**src/rtl/regfile_writeback_queue.sv**
```systemverilog
// Write-back merge stage: single-cycle ALU results take priority over loads,
// which are buffered in a small FIFO. Also reports pending-write hazards.
module regfile_writeback_queue #(
    parameter int unsigned Data_WIDTH = 32,
    parameter int unsigned Addr_WIDTH = 5,
    parameter int unsigned DEPTH      = 4,
    parameter int unsigned DROP_R0    = 1
) (
    input  logic                          Clk,
    input  logic                          Rst,
    input  logic                          AluValid,
    input  logic [Addr_WIDTH-1:0]         AluAddr,
    input  logic [Data_WIDTH-1:0]         AluData,
    input  logic                          LdValid,
    input  logic [Addr_WIDTH-1:0]         LdAddr,
    input  logic [Data_WIDTH-1:0]         LdData,
    output logic                          LdReady,
    output logic                          WriteEn,
    output logic [Addr_WIDTH-1:0]         WriteAddr,
    output logic [Data_WIDTH-1:0]         data_o,
    input  logic [Addr_WIDTH-1:0]         ChkAddr,
    output logic                          ChkHit,
    output logic [$clog2(DEPTH):0]        Count
);

    localparam int unsigned PTR_W = $clog2(DEPTH);
    localparam int unsigned CNT_W = PTR_W + 1;
    localparam bit          DROP  = (DROP_R0 != 0);

    logic [Addr_WIDTH-1:0] fifo_addr [DEPTH];
    logic [Data_WIDTH-1:0] fifo_data [DEPTH];
    logic [PTR_W-1:0]      rd_ptr;
    logic [PTR_W-1:0]      wr_ptr;

    logic alu_eff;
    logic push;
    logic pop;
    logic fifo_hit;
    logic [PTR_W-1:0] offset;

    // Request decode; space is judged on the registered Count only.
    always_comb begin
        alu_eff = AluValid && !(DROP && (AluAddr == '0));
        LdReady = !Rst && (Count != CNT_W'(DEPTH));
        push    = LdValid && LdReady && !(DROP && (LdAddr == '0));
        pop     = !Rst && !alu_eff && (Count != '0);
    end

    // Hazard lookup over occupied FIFO slots plus the output register.
    always_comb begin
        fifo_hit = 1'b0;
        offset   = '0;
        for (int unsigned i = 0; i < DEPTH; i++) begin
            offset = PTR_W'(i) - rd_ptr;
            if ((CNT_W'(offset) < Count) && (fifo_addr[i] == ChkAddr)) begin
                fifo_hit = 1'b1;
            end
        end
        ChkHit = !Rst && !(DROP && (ChkAddr == '0))
                 && (fifo_hit || (WriteEn && (WriteAddr == ChkAddr)));
    end

    always_ff @(posedge Clk) begin
        if (push) begin
            fifo_addr[wr_ptr] <= LdAddr;
            fifo_data[wr_ptr] <= LdData;
        end
    end

    always_ff @(posedge Clk) begin
        if (Rst) begin
            rd_ptr    <= '0;
            wr_ptr    <= '0;
            Count     <= '0;
            WriteEn   <= 1'b0;
            WriteAddr <= '0;
            data_o    <= '0;
        end else begin
            if (push) begin
                wr_ptr <= wr_ptr + PTR_W'(1);
            end
            if (pop) begin
                rd_ptr <= rd_ptr + PTR_W'(1);
            end
            if (push && !pop) begin
                Count <= Count + CNT_W'(1);
            end else if (pop && !push) begin
                Count <= Count - CNT_W'(1);
            end

            if (alu_eff) begin
                WriteEn   <= 1'b1;
                WriteAddr <= AluAddr;
                data_o    <= AluData;
            end else if (pop) begin
                WriteEn   <= 1'b1;
                WriteAddr <= fifo_addr[rd_ptr];
                data_o    <= fifo_data[rd_ptr];
            end else begin
                WriteEn   <= 1'b0;
            end
        end
    end

endmodule

```
**config.mk**
```make
export PLATFORM = sky130hd
export DESIGN_NAME = regfile_writeback_queue
export DESIGN_NICKNAME = d
export VERILOG_FILES = /design/src/rtl/regfile_writeback_queue.sv
export SDC_FILE = /design/constraint.sdc
export NUM_CORES = 1
export LEC_CHECK = 0
export CAP_MARGIN = 20
export CELL_PAD_IN_SITES_DETAIL_PLACEMENT = 1
export CELL_PAD_IN_SITES_GLOBAL_PLACEMENT = 1
export CORE_MARGIN = 10
export CORE_UTILIZATION = 45
export CTS_CLUSTER_SIZE = 14
export DETAILED_ROUTE_END_ITERATION = 10
export PLACE_DENSITY = 0.86
export REMOVE_ABC_BUFFERS = 1
export SLEW_MARGIN = 20
export SYNTH_ARGS = -nofsm -noshare
export SYNTH_HDL_FRONTEND = slang
export SYNTH_SLANG_ARGS = --single-unit
```
**constraint.sdc**
```tcl
create_clock -name Clk -period 3.1 [get_ports Clk]
set_input_delay 0.31 -clock Clk [delete_from_list [all_inputs] [get_ports Clk]]
set_output_delay 0.31 -clock Clk [all_outputs]
set_load 0.02 [all_outputs]
```
==> metrics.yaml <==
worst_setup_path:
  worst_flop_to_flop_path_startpoint: "Count[0]"
  cp-startpoint: "Count[1]"
  path_buf_inv: 3
  cp_cell_sequence: "inv_1, ha_1, inv_1, a2111oi_1, nor3_1, a31oi_1, dlymetal6s2s_1"
  critical_path.most_common_cell: "inv_1"
  critical-path-max-stage-delay_ps: 460
  type_of_the_worst_setup_path: "flop to primary output"
  worstPathMaxFanout: 6
  worst_setup_path_end_kind: "primary output"
  crit_arrival_ps: 2360
  worst_setup_path_start_kind: "flop"
  worst-endpoint-required_ps: 2790
  critical_path_top_delay_cell: "dfxtp_1"
  cp_top_family: "compound AO/OA/AOI/OAI gates"
timing:
  fin_hold_ws_ps: 400.7
  post-route-min-period_ps: 2669
  worst-slew-pin-transition_ps: 1068
  fmax_mhz: 374.7
  timing.final.hold_violations: 0
  tns_ps: 0
  timing.clock.skew_ps: 10.31
  drv_slew: 0
  worst_slew_margin_rel_pct: 28.80
  rsz0062_at_grt: "no"
  timing.final.setup_violations: 0
  fin_ws_ps: 431.0
  min_period_over_period_pct: 86.10
routing:
  postRouteAntennaNets: 0
  wl_met2_mm: 10.18
  routed-via-count: 4734
  dr.first_iter.drc_count: 283
  drt-pass1-iter-count: 5
  met1Wirelength_mm: 7.951
  wl_mm: 19.54
  detailroute.wirelength.met3_mm: 1.089
  drt-vias-per-instance: 5.479
  routedWlPerCell_um: 22.62
  maxUsedRoutingLayer: "met5"
  route.detailed.drc: 0
die:
  die-width_um: 153.6
  die-height_um: 153.6
  design.die.area_um2: 23600
  initial_utilization_pct: 46.13
  io_pins: 126
  rows: 48
  design.core.area_um2: 17420
synth:
  ys_seq_elements: 195
  synthDistinctLibCells: 40
  synthTopCellsByArea: "edfxtp_1 55%, dfxtp_1 12%, mux4_2 10%"
  synth_top_cell_area_share_pct: 55.32
  avgSynthCellArea_um2: 15.69
  dominant_synthesized_flop_cell: "edfxtp_1"
  synth_top_cell_by_area: "edfxtp_1"
  synth-seq-area-share_pct: 67.03
  synth_edf_count: 148
  synth-async-reset-ratio_pct: 0
  ys_warnings: 0
  postSynthCellCount: 512
  syn_area_um2: 8034
power:
  worst_ir_drop_vdd_mv: 0.4264
  power.switching_fraction_pct: 27.82
  combPwrFrac_pct: 21.7
  pwr_dens_nw_per_um2: 676.3
  clkPwrFrac_pct: 31.4
  register_share_of_total_power_pct: 46.9
  netSwitchingPower_uw: 1884
  power_internal_uw: 4887
  p_total_uw: 6771
  power.static_leakage_uw: 0.003271
hold_path:
  timing.hold.worst.class: "input pin to flop"
  hold_start: "Rst"
status:
  status: "finished clean"
clocking:
  cts_tree: "built"
  cts.reportedPaths.clkPinSlew_ps: 70
  postCtsHoldBufs: 0
  htree_num_levels: 4
  cts_buffers: 17
  cts-root-to-sink-buffers: 2
  numClockSinks: 195
  clock_insertion_delay_worst_skew_ps: 430
  cts_setup_buffers: 0
  clock-root-buffer: "clkbuf_16"
placement:
  dp.final_hpwl_mm: 13.02
  numPlacedInstances: 832
  globalplace.congestion: 0.7921
  numPortBuffers: 125
  pre_cts_ws_ps: 209.0
cells_and_area:
  antennaDiodeCount: 0
  area.growth.synth_to_final_pct: 24.62
  layout-drive-gt1-share_pct: 16.12
  final_nets: 719
  stdcell_count: 864
global_routing:
  grt_antenna_before_repair: 2
  grt.overflow.total: 0
  vias_in_the_first_global_route: 5417
  gr-usage-all-layers_pct: 16.64
  pin_count_of_the_biggest_net_entering_global_routing: 77
  grt_pass1_wl_mm: 30.92
run:
  cap_viol_max_count: 0
[power groups by stage]
stage                     clock network [uW]  logic, uW  registers [uW]
after global placement                     0       1400            3210
after floorplan                            0        730            3320
after CTS                               2170       1490            3180
final                                   2130       1470            3180
after global routing                    2270       1600            3200
after detailed placement                   0       1470            3230
[metal layers]
layer | track usage, % | up-vias
met5 | 0 | -
met4 | 5.488 | 2
met3 | 4.714 | 27
met2 | 29.40 | 135
met1 | 18.93 | 2402
li1 | - | 2168
[worst paths after layout]
path / endpoint / slack, ps / cells after the start
worst max register to register: Count[2] / 500 / 9
worst min-delay path: Count[0] / 400 / 3
worst min register to register: data_o[28] / 480 / 2
worst max-delay path: ChkHit / 430 / 7
[metrics by stage]
| stage | area [um2] | util, % |
|---|---|---|
| after detailed placement | 9420 | 54.09 |
| final | 10010 | 57.49 |
| after global routing | 10010 | 57.49 |
| after global placement | 9420 | 54.09 |
| after CTS | 10000 | 57.44 |
| after floorplan | 7820 | - |
[layout make-up]
class / count / area [um2]
Fill cell: 1641 / 7405
Timing Repair Buffer: 131 / 1306
Clock buffer: 27 / 546.8
Multi-Input combinational cell: 274 / 2429
Clock inverter: 5 / 35.03
Inverter: 7 / 26.28
Sequential cell: 195 / 5388
Tap cell: 225 / 281.5
[kinds of logic after synthesis]
kind of cell / count (synthesis) / synth area share, %
DFF: 195 / 67.03
and+or+nand+nor: 142 / 7.398
AOI/OAI and AO/OA: 53 / 7.055
buffers and inverters: 43 / 2.990
muxes: 38 / 10.50
xor gates and xnor gates: 31 / 3.380
adders and majority gates: 10 / 1.651
[repair_timing]
action,4_1_cts,5_1_grt
gates resized for setup,1,3
endpoints found under the hold margin,0,0
setup endpoints to repair,1,1
pin swaps,0,0
[worst min-delay path, cell delays in order]
cell    delay (ps)
buf_2          130
buf_4          230
nor2_1         120
[flip-flops by register name (all words and copies together) (netlist names), named ones only]
register   cells
rd_ptr         2
Count          3
data_o        32
wr_ptr         2
WriteAddr      5
fifo_addr     20
fifo_data    128
WriteEn        1
[cell usage in the layout (no fill, tap or decap), drive strengths merged, types with 2 or more instances in the layout]
master         Yosys  final
clkbuf            16     27
or4                3      3
nor2b              2      2
o21ai              2      2
clkdlybuf4s50      0    123
a311oi            37     37
edfxtp           148    148
nand2             76     76
and2               4      4
xnor2             16     16
nor2              45     45
nand4              2      2
buf               20      7
a2111oi            2      2
a21oi              6      6
mux4              37     37
dfxtp             47     47
clkinv             0      3
nor3               4      4
xor2              15     15
ha                 9      9
o2111ai            2      2
inv                7      8
[synthesized netlist by cell type (2+ instances only)]
master and number:
dfxtp_1 47, xnor2_1 16, nor2_1 45, buf_4 10
a2111oi_0 2, mux4_2 37, nor3_1 4, a21oi_1 6
nor2b_1 2, and2_1 4, a311oi_1 17, ha_1 9
o2111ai_1 2, xor2_1 15, inv_1 7, nand4_1 2
edfxtp_1 148, a311oi_2 20, clkbuf_1 16, buf_2 3
buf_6 5, or4_1 2, nand2_1 75, buf_1 2
Note: power is estimated with default switching activity, not from simulation.
==> RTL edit 1 (same settings) <==
`Addr_WIDTH`: 5 -> 7.
--- a/src/rtl/regfile_writeback_queue.sv
+++ b/src/rtl/regfile_writeback_queue.sv
@@ -2,7 +2,7 @@
 // which are buffered in a small FIFO. Also reports pending-write hazards.
 module regfile_writeback_queue #(
     parameter int unsigned Data_WIDTH = 32,
-    parameter int unsigned Addr_WIDTH = 5,
+    parameter int unsigned Addr_WIDTH = 7,
     parameter int unsigned DEPTH      = 4,
     parameter int unsigned DROP_R0    = 1
 ) (
Interface: changed (resized AluAddr, ChkAddr, LdAddr and WriteAddr); port bits go from 126 to 134. The function was not compared with the original's and may differ.
==> RTL edit 1 against the original RTL <==
- count of clock-buffer cells in the layout is 7 higher
- worst setup slack worse by 0.16 ns
- worst hold slack got worse by 0.10 ns
- area after synthesis rose by 4.1%
- sequential cell count increased by 10
- total power increased by 19%
- fmax fell by 5.7%
- routed wire length rose by 12%
- first-iteration DRC count up 0.71%
- non-clock buffer count grew 16
- design area increased by 7.9%
- highest routed layer is now met4
==> RTL edit 1: results (changes against the original RTL) <==
| Metric | Value |
|---|---|
| Outcome | finished, final reports clean |
| Worst setup path start | rd_ptr[0]$_SDFFE_PP0P_ |
| Yosys cell types | 33 (-18%) |
| Initial antenna violation count | 0 (-2) |
| Drt first-iter violations | 285 (+0.71%) |
| GRT Overall Usage | 17.61% (+0.97 points) |
| Net count, final | 750 (+4.3%) |
| Num CTS Buffers | 23 (+6) |
| Largest net degree at the start of global routing | 80 (+3.9%) |
| Slowest cell on crit path | dfxtp_2 |
| Clk pin slew, worst setup/hold paths | 0.05 ns (-0.02 ns) |
| Fillers | 1662 (+1.3%) |
| Post-synth EDFFs | 156 (+5.4%) |
| XOR/XNOR share of the synthesized area | 4.189% (+0.81 points) |
| Vias | 5037 (+6.4%) |
| Initial DRT Pass Iterations | 4 (-1) |
| Maximum vdd ir drop | 0.0003799 V (-11%) |
| Post-synth top cells | edfxtp_1 (156), dfxtp_1 (49), nor2_1 (46) |
| Multiplexer share of the synthesized area | 14.59% (+4.1 points) |
| Number of cells after detailed placement | 855 (+2.8%) |
| Final Util | 59.52% (+2.0 points) |
| Post-synthesis sequential area ratio | 67.74% (+0.71 points) |
| Vias in the first global route | 5652 (+4.3%) |
| Routed WL | 21.82 mm (+12%) |
| GP Congestion | 0.9198 (+16%) |
| I/O Buffers | 133 (+6.4%) |
| Max Root-Sink Buffers | 3 (+1) |
| Gate Count Post-Synth | 514 (+0.39%) |
| Post-Place Cell Area | 9956 µm² (+5.7%) |
| Slowest cell delay on critical path | 0.37 ns (-0.09 ns) |
| Compound-gate portion of the synthesized area | 5.491% (-1.6 points) |
RTL edit 1: cell count changes in the layout (fill, tap and decap cells not counted), moves of 9 or more:
cell	change
nand2_1	-66
a211oi_1	+32
o21ai_0	+10
mux2i_1	+32
a311oi_2	-20
buf_4	+9
a311oi_1	-10
RTL edit 1: layout make-up:
cell class                 count  share of cell area (%)
clock inverter                 8                   1.355
sequential                   205                   52.51
clock buffer                  34                   6.464
multi-input combinational    267                   23.57
timing repair buffer         147                   13.21
inverter                       7                  0.2433
tap                          229                   2.653
RTL edit 1: what timing repair did:
action | 4_1_cts | 5_1_grt
endpoints found under the hold margin | 0 | 0
resized for setup | 1 | 4
setup endpoints to repair | 1 | 1
RTL edit 1: report_power, final:
group / total [mW] / switching [mW] / internal [mW]
clock network: 2.95 / 1.06 / 1.89
registers: 3.34 / 0.165 / 3.18
logic: 1.77 / 0.894 / 0.873
total: 8.06 / 2.11 / 5.94
RTL edit 1: worst reg2reg max path, stage by stage, from the launching register on:
cell,delay [ns]
dfxtp_1,0.55
nor2_1,0.10
a21oi_1,0.20
and3_1,0.39
ha_1,0.25
inv_1,0.06
fa_1,0.37
xor2_1,0.16
or3_1,0.31
a21oi_1,0.14
RTL edit 1: per-stage QoR:
stage,setup slack (ns),power (mW)
5_1_grt,0.06139,8.409
2_1_floorplan,-1.307,4.455
6_report,0.2706,8.057
3_5_place_dp,0.02877,5.171
3_3_place_gp,0.1964,5.067
4_1_cts,0.005244,8.152
RTL edit 1: cell families after synthesis:
logic type	count (synthesis)
and+or+nand+nor	81
AOI/OAI and AO/OA	63
DFF	205
muxes	73
adders and majority gates	10
buffers and inverters	42
xor gates and xnor gates	40
RTL edit 1: worst min path at each step:
stage                     slack [ns]  depth (start not counted)                         to                 startpoint
after floorplan                 0.38                          1      Count[2]$_SDFFE_PP0P_                        Rst
after CTS                       0.28                          4                       flop                        Rst
final                           0.30                          4                       flop                        Rst
after global routing            0.32                          4                       flop                        Rst
after detailed placement        0.54                          2  WriteAddr[5]$_SDFFE_PP0P_  WriteAddr[5]$_SDFFE_PP0P_
after global placement          0.49                          2  WriteAddr[5]$_SDFFE_PP0P_  WriteAddr[5]$_SDFFE_PP0P_
RTL edit 1: routing by layer:
| metal | part of all wire, % | vias to the layer above | global-route usage [%] |
|---|---|---|---|
| li1 | - | 2276 | - |
| met1 | 39 | 2566 | 20.36 |
| met2 | 52 | 162 | 31.88 |
| met3 | 6.7 | 33 | 4.688 |
| met4 | 1.7 | 0 | 4.090 |
| met5 | 0 | - | 0 |
==> RTL edit 2 (same settings) <==
Without the edit above. Make the reset (`Rst`) asynchronous in one clocked block.
--- a/src/rtl/regfile_writeback_queue.sv
+++ b/src/rtl/regfile_writeback_queue.sv
@@ -67,7 +67,7 @@
         end
     end
 
-    always_ff @(posedge Clk) begin
+    always_ff @(posedge Clk or posedge Rst) begin
         if (Rst) begin
             rd_ptr    <= '0;
             wr_ptr    <= '0;
Formal check against the unedited RTL: differs if Rst is asserted again (counterexample within 4 cycles, from zero or initial values and one cycle with Rst high); with Rst held inactive, the same outputs for 4 cycles.
==> RTL edit 2 against the original RTL <==
- worst setup slack gained 0.075 ns
- final cell count shrank 4.7%
- routed wire length is 5.4% lower
- total power increased by 23%
- largest cell class unchanged
- combinational power up 65%
- global-route usage shrank 0.57 points
- sequential cell count shrank 2
- clock power grew 16%
- area after synthesis fell by 1.2%
- via count decreased by 6.5%
- design area is 1.2% higher
==> RTL edit 2: results (changes against the original RTL) <==
| Metric | Value |
|---|---|
| Outcome | finished, final reports clean |
| Final hold slack | 0.4576 ns (+0.05691 ns) |
| R2r setup slk | 0.59 ns (+0.09 ns) |
| Share of cells above drive strength 1 | 15.38% (-0.73 points) |
| R2r endpoint | Count[2]$_DFFE_PP0P_ |
| Dpl hpwl | 12.34 mm (-5.2%) |
| Post-synthesis adder-cell area fraction | 1.671% (+0.020 points) |
| Asr flop ratio synth | 23.32% (+23 points) |
| Post-synth top cells | edfxtp_1 (148), dfrtp_1 (45), a21oi_1 (40), nor2_1 (40), mux4_2 (37) |
| WL per Instance | 22.47 µm (-0.66%) |
| Full die area | 23350 µm² (-1.0%) |
| Multiplexer share of the synthesized area | 15.46% (+5.0 points) |
| Vias in the first global route | 5188 (-4.2%) |
| Wire length on met2 | 9.826 mm (-3.5%) |
| Dominant cells by area after synthesis | edfxtp_1 (56%), dfrtp_1 (14%), mux4_2 (10%), mux2i_1 (4.5%), a21oi_1 (2.5%) |
| Initial DRT Pass Iterations | 4 (-1) |
| Drt first-iter violations | 208 (-27%) |
| Met1 GRT Util | 18.19% (-0.74 points) |
| Fin crit share | 83.69% (-2.4 points) |
| DR WL met3 | 949 µm (-13%) |
| Largest net degree at the start of global routing | 76 (-1.3%) |
| Post-Route M1 WL | 7.426 mm (-6.6%) |
| Worst setup path start | Count[1]$_DFFE_PP0P_ |
| Top Layer Used | met4 |
| Leak | 3.586 nW (+9.7%) |
| Initial antenna violation count | 0 (-2) |
| Compound-gate portion of the synthesized area | 3.499% (-3.6 points) |
| Vias | 4424 (-6.5%) |
| Slowest cell on crit path | dfrtp_1 |
| Reg2Reg Depth | 10 (+1) |
| Final Skew | 0.008191 ns (-0.002116 ns) |
| Slew headroom | 47.64% (+19 points) |
| Post-synthesis sequential area ratio | 70.18% (+3.1 points) |
## RTL edit 2: per-stage QoR
| step | area [µm²] | setup TNS, ns | cells | utilization [%] |
|---|---|---|---|---|
| after detailed placement | 9453 | 0 | 791 | 54.65 |
| after global placement | 9453 | 0 | 791 | 54.65 |
| final | 10130 | 0 | 823 | 58.57 |
| after CTS | 10130 | 0 | 823 | 58.55 |
| after global routing | 10130 | 0 | 823 | 58.57 |
| after floorplan | 7790 | -21.44 | 430 | - |
## RTL edit 2: final cells by class
cell class,count,area (µm²)
repair buffers,136,1361
flip-flops and latches,193,5573
clock buffers,19,442.9
multi-input cells,229,2211
fillers,1605,7166
clock inverters,13,231.5
well taps,225,281.5
inverters,8,30.03
## RTL edit 2: power breakdown
part | internal, mW | switching [mW] | total [mW]
registers | 3.19 | 0.221 | 3.41
logic | 1.21 | 1.22 | 2.42
clock network | 1.54 | 0.930 | 2.47
total | 5.93 | 2.37 | 8.30
